### config.mk
export PLATFORM = sky130hd
export DESIGN_NAME = serial_bus_arbiter
export DESIGN_NICKNAME = d
export VERILOG_FILES = /design/src/rtl/sbus_pkg.sv /design/src/rtl/crc4_serial.sv /design/src/rtl/serial_bus_arbiter.sv
export SDC_FILE = /design/constraint.sdc
export NUM_CORES = 1
export LEC_CHECK = 0
export CELL_PAD_IN_SITES_DETAIL_PLACEMENT = 0
export CELL_PAD_IN_SITES_GLOBAL_PLACEMENT = 1
export CORE_AREA = 2 2 452 454
export DETAILED_ROUTE_END_ITERATION = 12
export DIE_AREA = 0 0 454 456
export GPL_ROUTABILITY_DRIVEN = 0
export HOLD_SLACK_MARGIN = 0.02
export PLACE_DENSITY_LB_ADDON = 0.15
export RECOVER_POWER = 100
export SLEW_MARGIN = 20
export SYNTH_ARGS = -nofsm -noshare
export SYNTH_HDL_FRONTEND = slang
export SYNTH_HIERARCHICAL = 1
export SYNTH_SLANG_ARGS = --single-unit
export TNS_END_PERCENT = 1
### constraint.sdc
create_clock -name clock -period 4.7 [get_ports clock]
set_input_delay 0.94 -clock clock [delete_from_list [all_inputs] [get_ports clock]]
set_output_delay 0.94 -clock clock [all_outputs]
set_load 0.1 [all_outputs]
### src/rtl/sbus_pkg.sv
// Shared types and constants for the serial bus arbiter and its CRC engine.
package sbus_pkg;

  typedef enum logic [1:0] {
    S_IDLE  = 2'd0,
    S_GRANT = 2'd1,
    S_SEND  = 2'd2,
    S_GAP   = 2'd3
  } state_e;

  // CRC-4, x^4 + x + 1, seeded with zero
  localparam logic [3:0] CRC_POLY  = 4'b0011;
  localparam logic [3:0] CRC_INIT  = 4'b0000;
  localparam logic       START_BIT = 1'b1;

  // start + src + dst + mode + data + crc
  function automatic int unsigned frame_len(input int unsigned addr_w,
                                            input int unsigned data_w);
    return 7 + 2 * addr_w + data_w;
  endfunction

endpackage

### src/rtl/crc4_serial.sv
// Bit-serial CRC-4 accumulator, one input bit per enabled cycle, MSB-first message order.
module crc4_serial
  import sbus_pkg::*;
(
  input  logic       clock,
  input  logic       reset_n,
  input  logic       clear,
  input  logic       en,
  input  logic       din,
  output logic [3:0] crc
);

  logic fb;

  assign fb = din ^ crc[3];

  always_ff @(posedge clock or negedge reset_n) begin
    if (!reset_n) begin
      crc <= CRC_INIT;
    end else if (clear) begin
      crc <= CRC_INIT;
    end else if (en) begin
      crc <= {crc[2:0], 1'b0} ^ (fb ? CRC_POLY : 4'b0000);
    end
  end

endmodule

### src/rtl/serial_bus_arbiter.sv
// Round-robin arbiter that grants one node at a time and serialises its request
// MSB-first onto bus_out with a hardware-generated CRC-4 trailer.
module serial_bus_arbiter
  import sbus_pkg::*;
#(
  parameter int unsigned N_NODES = 16,
  parameter int unsigned ADDR_W  = 4,
  parameter int unsigned DATA_W  = 64,
  parameter int unsigned IFG     = 2
) (
  input  logic                      clock,
  input  logic                      reset_n,
  input  logic [N_NODES-1:0]        req_valid,
  output logic [N_NODES-1:0]        req_ready,
  input  logic [N_NODES*ADDR_W-1:0] req_dst,
  input  logic [N_NODES*2-1:0]      req_mode,
  input  logic [N_NODES*DATA_W-1:0] req_data,
  output logic                      bus_out,
  output logic                      busy,
  output logic                      done,
  output logic [ADDR_W-1:0]         done_src
);

  localparam int unsigned FRAME_LEN = frame_len(ADDR_W, DATA_W);
  localparam int unsigned PAY_W     = FRAME_LEN - 5;
  localparam int unsigned PAD_W     = PAY_W - 3;
  localparam int unsigned CNT_W     = $clog2(FRAME_LEN);
  localparam int unsigned GAP_W     = 4;
  localparam int unsigned NODE_W    = $clog2(N_NODES);

  state_e              state;
  logic [ADDR_W-1:0]   rr_ptr;
  logic [ADDR_W-1:0]   grant_idx;
  logic [ADDR_W-1:0]   src_q;
  logic [PAY_W-1:0]    shreg;
  logic [CNT_W-1:0]    bit_cnt;
  logic [GAP_W-1:0]    gap_cnt;
  logic [3:0]          crc;

  logic                any_valid_c;
  logic                found_c;
  logic [NODE_W-1:0]   idx_c;
  logic [ADDR_W-1:0]   win_c;
  logic [ADDR_W-1:0]   sel_dst_c;
  logic [1:0]          sel_mode_c;
  logic [DATA_W-1:0]   sel_data_c;
  logic                crc_clear_c;
  logic                crc_en_c;

  assign any_valid_c = |req_valid;

  // First requester at or above rr_ptr, wrapping modulo N_NODES
  always_comb begin
    found_c = 1'b0;
    idx_c   = '0;
    win_c   = rr_ptr;
    for (int unsigned k = 0; k < N_NODES; k++) begin
      idx_c = NODE_W'((32'(rr_ptr) + k) % N_NODES);
      if (!found_c && req_valid[idx_c]) begin
        found_c = 1'b1;
        win_c   = ADDR_W'(idx_c);
      end
    end
  end

  // Field mux for the node currently being granted
  always_comb begin
    sel_dst_c  = '0;
    sel_mode_c = '0;
    sel_data_c = '0;
    for (int unsigned n = 0; n < N_NODES; n++) begin
      if (grant_idx == ADDR_W'(n)) begin
        sel_dst_c  = req_dst[n*ADDR_W +: ADDR_W];
        sel_mode_c = req_mode[n*2 +: 2];
        sel_data_c = req_data[n*DATA_W +: DATA_W];
      end
    end
  end

  // CRC sees each payload bit on the same edge that places it on the bus
  assign crc_clear_c = (state == S_GRANT);
  assign crc_en_c    = (state == S_SEND) && (bit_cnt < CNT_W'(PAY_W));

  crc4_serial u_crc (
    .clock   (clock),
    .reset_n (reset_n),
    .clear   (crc_clear_c),
    .en      (crc_en_c),
    .din     (shreg[PAY_W-1]),
    .crc     (crc)
  );

  // bit_cnt is the index of the frame bit currently driven on bus_out
  always_ff @(posedge clock or negedge reset_n) begin
    if (!reset_n) begin
      state     <= S_IDLE;
      rr_ptr    <= '0;
      grant_idx <= '0;
      src_q     <= '0;
      shreg     <= '0;
      bit_cnt   <= '0;
      gap_cnt   <= '0;
      req_ready <= '0;
      bus_out   <= 1'b0;
      busy      <= 1'b0;
      done      <= 1'b0;
      done_src  <= '0;
    end else begin
      req_ready <= '0;
      done      <= 1'b0;
      unique case (state)
        S_IDLE: begin
          bus_out <= 1'b0;
          busy    <= any_valid_c;
          if (any_valid_c) begin
            state     <= S_GRANT;
            grant_idx <= win_c;
            req_ready <= N_NODES'(1) << win_c;
          end
        end

        S_GRANT: begin
          src_q   <= grant_idx;
          shreg   <= {grant_idx, sel_dst_c, sel_mode_c, sel_data_c};
          bus_out <= START_BIT;
          bit_cnt <= '0;
          rr_ptr  <= (grant_idx == ADDR_W'(N_NODES - 1)) ? '0 : grant_idx + ADDR_W'(1);
          state   <= S_SEND;
        end

        S_SEND: begin
          bit_cnt <= bit_cnt + CNT_W'(1);
          if (bit_cnt == CNT_W'(FRAME_LEN - 1)) begin
            bus_out <= 1'b0;
            gap_cnt <= '0;
            if (IFG == 0) begin
              state <= S_IDLE;
              busy  <= any_valid_c;
            end else begin
              state <= S_GAP;
            end
          end else if (bit_cnt == CNT_W'(PAY_W)) begin
            // Payload exhausted: emit crc MSB, park the rest in the shifter
            bus_out <= crc[3];
            shreg   <= {crc[2:0], {PAD_W{1'b0}}};
          end else begin
            bus_out <= shreg[PAY_W-1];
            shreg   <= shreg << 1;
          end
          if (bit_cnt == CNT_W'(FRAME_LEN - 2)) begin
            done     <= 1'b1;
            done_src <= src_q;
          end
        end

        S_GAP: begin
          bus_out <= 1'b0;
          gap_cnt <= gap_cnt + GAP_W'(1);
          if (gap_cnt == GAP_W'(IFG - 1)) begin
            state <= S_IDLE;
            // Stay busy across the turnaround when another request is already waiting
            busy  <= any_valid_c;
          end
        end

        default: begin
          state <= S_IDLE;
        end
      endcase
    end
  end

endmodule

==> results.txt <==
----------------------------------------------------
[Run status]
  Run status ... finished with violations
  Violated checks ... capacitance limit, slew limit

[Synth]
  Post-synth top cells ... sky130_fd_sc_hd__a21oi_1, sky130_fd_sc_hd__nor2_1, sky130_fd_sc_hd__clkbuf_1
  Register bit total from synthesis ... 126
  Most used flip-flop cell after synthesis ... sky130_fd_sc_hd__dfrtp_1
  Synthesized netlist cell count ... 2263
  Compound-Gate Fraction of Synth Area ... 0.492
  Part of the Yosys area used for sequential elements ... 0.192
  Async S/R FF share, synth ... 1.00
  Yosys synthesis warning count ... 6
  Arithmetic-cell share of the synthesized area counting full adders, half adders and majority gates ... 0.0153
  Number of flops mapped to enable cells by yosys ... 0
  Avg Inst Size Synth ... 7.24 sq um
  Largest family of logic cells by synthesized area ... compound AO/OA/AOI/OAI gates
  Xor/xnor cell area share of the yosys netlist ... 0.00802
  Portion of synthesized cell area occupied by the leading cell type ... 0.192
  Synthesized net count ... 3421
  Simple-gate portion of the synthesized area ... 0.159
  Most frequent cell after synthesis ... sky130_fd_sc_hd__a21oi_1
  Cells taking the most area after synthesis ... sky130_fd_sc_hd__dfrtp_1, sky130_fd_sc_hd__a21oi_1, sky130_fd_sc_hd__o22ai_1
  Summed instance area of the synthesized netlist ... 16400 sq um
  Number of distinct library cells after synthesis ... 75
  Most area-hungry cell type in the Yosys netlist ... sky130_fd_sc_hd__dfrtp_1
  Post-synthesis mux area share ... 0.0715

[Power]
  Portion of total power attributed to combinational logic ... 0.848
  Pwr dens ... 653 nW/um^2
  Internal power component ... 9.21 mW
  Sequential Power Share ... 0.082
  Clock network fraction of total power ... 0.070
  Net switching power figure ... 12.3 mW
  Switching share of total power ... 0.572
  Peak supply drop ... 0.000367 V
  LEAKAGE ... 11.3 nW

[Cells and area]
  Fraction of layout instances using a drive strength above 1 ... 0.0931
  Number of filler instances in the final layout ... 22954
  Fraction of the core area covered by cells at the end of the flow ... 0.163
  Design area ... 32900 sq um
  Nets ... 4551
  Area added between synthesis and finish ... 101%

[Floorplan]
  Number of ports placed on the die boundary ... 1161
  Initial cell density of the core ... 0.0813
  Die outline width ... 454 microns
  Core Region ... 202000 sq um
  Die height ... 456 microns
  Area enclosed by the die boundary ... 207000 sq um
  FP Rows ... 165

[Worst hold path]
  Path category of the worst min-delay check ... flop to flop

[Critical path]
  Category of the most critical setup path ... primary input to flop
  Critical Path Source Type ... primary input
  Maximum fanout along the worst path ... 5
  Crit path arrival time ... 4.91 ns
  Crit path capture type ... flop
  Required arrival time at the worst endpoint ... 5.08 ns

[STA]
  Unrepaired setup endpoints after global routing ... no
  Clock period minus worst slack ... 4.53 ns
  Post-route fraction of the period consumed by the critical path ... 0.965
  Final hold viol count ... 0
  Worst clock skew ... 0.0224 ns
  Min setup slack post-route ... 0.167 ns
  Total of endpoints with negative setup slack in the final report ... 0
  Maximum operating frequency ... 0.221 GHz
  Worst max-slew margin expressed relative to the limit ... -0.689
  Least-Margin Pin Slew ... 2.53 ns
  Final number of max-transition violations ... 163

[Routing]
  Post-route DRC ... 0
  Final wirelength ... 182000 microns
  Vias/cell ... 4.01
  Overall via count from detail_route ... 24529
  First-pass iteration count of the detailed router ... 9
  Post-DRT Antenna Nets ... 0
  DRC marker count from the first detailed-route iteration ... 2013
  Wire length per cell after detailed routing ... 29.8 microns

[Global routing]
  Global routing usage on met1 ... 0.210
  Met2 Use GR ... 0.295
  Maximum number of pins on one net before global-route repair ... 83
  Overflow left after global routing ... 0
  GRT Resource Usage Total ... 0.169
  Met3 Track Usage GR ... 0.0293
  Antenna violations before repair ... 84
  Busiest grt layer ... met2
  Number of global-route vias before repair ... 25137
  First-pass GRT wire length ... 237000 microns

[Clock tree]
  Count of cells resized by post-cts repair ... 0
  Post-CTS setup-driven buffer insertion count ... 0
  TritonCTS Buffers ... 17
  Deepest level of the CTS H-tree ... 4
  Reg clk slew, reported paths ... 0.07 ns
  Maximum clock path buffer count ... 2
  CTS tree ... done
  CTS Root Buffer Type ... sky130_fd_sc_hd__clkbuf_16
  Num Clock Sinks ... 126
  Insertion delay of the later-clocked pin in the worst-skew pair ... 0.50 ns
  Count of hold-fix buffers inserted at cts ... 0

[Place]
  Port bufs ... 1160
  Placed Instance Area ... 32300 sq um
  Placement-stage worst setup slack ... -0.195 ns
  Half-perimeter wire length after placement ... 152000 microns

[Flow run]
  Total of max-cap violations ... 3

----------------------------------------------------
-- registers in the layout, indices dropped and copies added, names as in the netlist --
name / flops
req_ready: 16
done_src: 4
u_crc/crc: 4
bit_cnt: 7
busy: 1
done: 1
state: 2
rr_ptr: 4
shreg: 74
bus_out: 1
src_q: 4
grant_idx: 4
gap_cnt: 4
-- cell usage in the layout, fill, tap and decap left out, types with 8 or more instances in the layout --
master / Yosys / layout
sky130_fd_sc_hd__mux4_2: 28 / 28
sky130_fd_sc_hd__mux2i_1: 27 / 26
sky130_fd_sc_hd__clkdlybuf4s50_1: 0 / 1135
sky130_fd_sc_hd__buf_4: 0 / 167
sky130_fd_sc_hd__dfrtp_1: 126 / 126
sky130_fd_sc_hd__ha_1: 20 / 17
sky130_fd_sc_hd__a211oi_1: 140 / 140
sky130_fd_sc_hd__nor2_1: 319 / 317
sky130_fd_sc_hd__o211ai_1: 10 / 10
sky130_fd_sc_hd__inv_1: 19 / 19
sky130_fd_sc_hd__a32o_1: 68 / 68
sky130_fd_sc_hd__o22ai_1: 208 / 208
sky130_fd_sc_hd__buf_12: 0 / 17
sky130_fd_sc_hd__nor3_1: 12 / 11
sky130_fd_sc_hd__o21bai_1: 68 / 68
sky130_fd_sc_hd__nor4_1: 10 / 10
sky130_fd_sc_hd__a222oi_1: 67 / 67
sky130_fd_sc_hd__a21oi_1: 367 / 366
sky130_fd_sc_hd__a221o_1: 70 / 70
sky130_fd_sc_hd__nand4_1: 8 / 8
sky130_fd_sc_hd__clkbuf_16: 0 / 17
sky130_fd_sc_hd__a221oi_1: 9 / 9
sky130_fd_sc_hd__dlygate4sd3_1: 0 / 23
sky130_fd_sc_hd__o21ai_0: 118 / 118
sky130_fd_sc_hd__diode_2: 0 / 34
sky130_fd_sc_hd__xnor2_1: 10 / 10
sky130_fd_sc_hd__nand3_1: 23 / 20
sky130_fd_sc_hd__nor2b_1: 72 / 72
sky130_fd_sc_hd__nand2_1: 63 / 57
sky130_fd_sc_hd__mux2_2: 24 / 23
-- routing by layer --
layer  part of all wire  vias to the layer above
met5            0.00080                        -
met1               0.42                    12171
li1                   -                    11290
met4              0.023                       22
met2               0.51                      912
met3              0.049                      134
-- logic make-up after synthesis --
family | after synthesis
flops | 126
buf+inv | 269
simple gates | 565
xor+xnor | 15
fa+ha+maj | 20
compound gates | 1189
mux | 79
-- final timing paths --
path	depth (start not counted)	startpoint	slack, ns	endpoint
max in group asynchronous	2	reset_n	0.97	shreg[29]
worst max register to register	13	grant_idx[1]	0.21	shreg[25]
worst min-delay path	1	shreg[71]	0.49	shreg[71]
worst max-delay path	12	req_valid[14]	0.17	req_ready[4]
min in group asynchronous	1	reset_n	1.23	rr_ptr[2]
worst min register to register	1	shreg[71]	0.49	shreg[71]
-- per-stage QoR --
| stage | cells | TNS (ns) | hold WS, ns | total power, mW |
|---|---|---|---|---|
| floorplan | 2263 | 0 | 0.450 | 11.1 |
| global placement | 6046 | -2.35 | 0.472 | 20.6 |
| detailed placement | 6046 | -1.97 | 0.474 | 20.4 |
| CTS | 6078 | 0 | 0.492 | 22.0 |
| global route | 6102 | 0 | 0.521 | 23.1 |
| finish | 6112 | 0 | 0.492 | 21.5 |
-- area by class of cell --
| cell class | count | area (sq um) | area share |
|---|---|---|---|
| diodes | 34 | 85.1 | 0.00258 |
| flip-flops and latches | 126 | 3150 | 0.0957 |
| repair buffers | 1359 | 13300 | 0.403 |
| clock buffers | 19 | 443 | 0.0134 |
| inverters | 21 | 78.8 | 0.00239 |
| well taps | 2672 | 3340 | 0.101 |
| clock inverters | 13 | 179 | 0.00543 |
| multi-input cells | 1868 | 12400 | 0.376 |
-- worst max-delay path: stages --
cell                            delay, ns
sky130_fd_sc_hd__dlygate4sd3_1       0.57
sky130_fd_sc_hd__mux4_2              0.49
sky130_fd_sc_hd__mux4_2              0.57
sky130_fd_sc_hd__a2111oi_4           0.47
sky130_fd_sc_hd__clkbuf_4            0.23
sky130_fd_sc_hd__nand3_1             0.14
sky130_fd_sc_hd__or3b_2              0.50
sky130_fd_sc_hd__o211ai_1            0.12
sky130_fd_sc_hd__a211oi_2            0.14
sky130_fd_sc_hd__buf_4               0.16
sky130_fd_sc_hd__a311o_1             0.34
sky130_fd_sc_hd__nor3b_1             0.23
-- power by group through the flow --
| stage | Clock, mW | Combinational, mW | Sequential [mW] |
|---|---|---|---|
| after global routing | 1.60 | 19.7 | 1.80 |
| after CTS | 1.59 | 18.7 | 1.77 |
| after detailed placement | 0 | 18.6 | 1.79 |
| after floorplan | 0 | 9.07 | 2.00 |
| after global placement | 0 | 18.8 | 1.79 |
| final | 1.50 | 18.2 | 1.76 |
No activity file was read; power rests on OpenSTA's default activity.
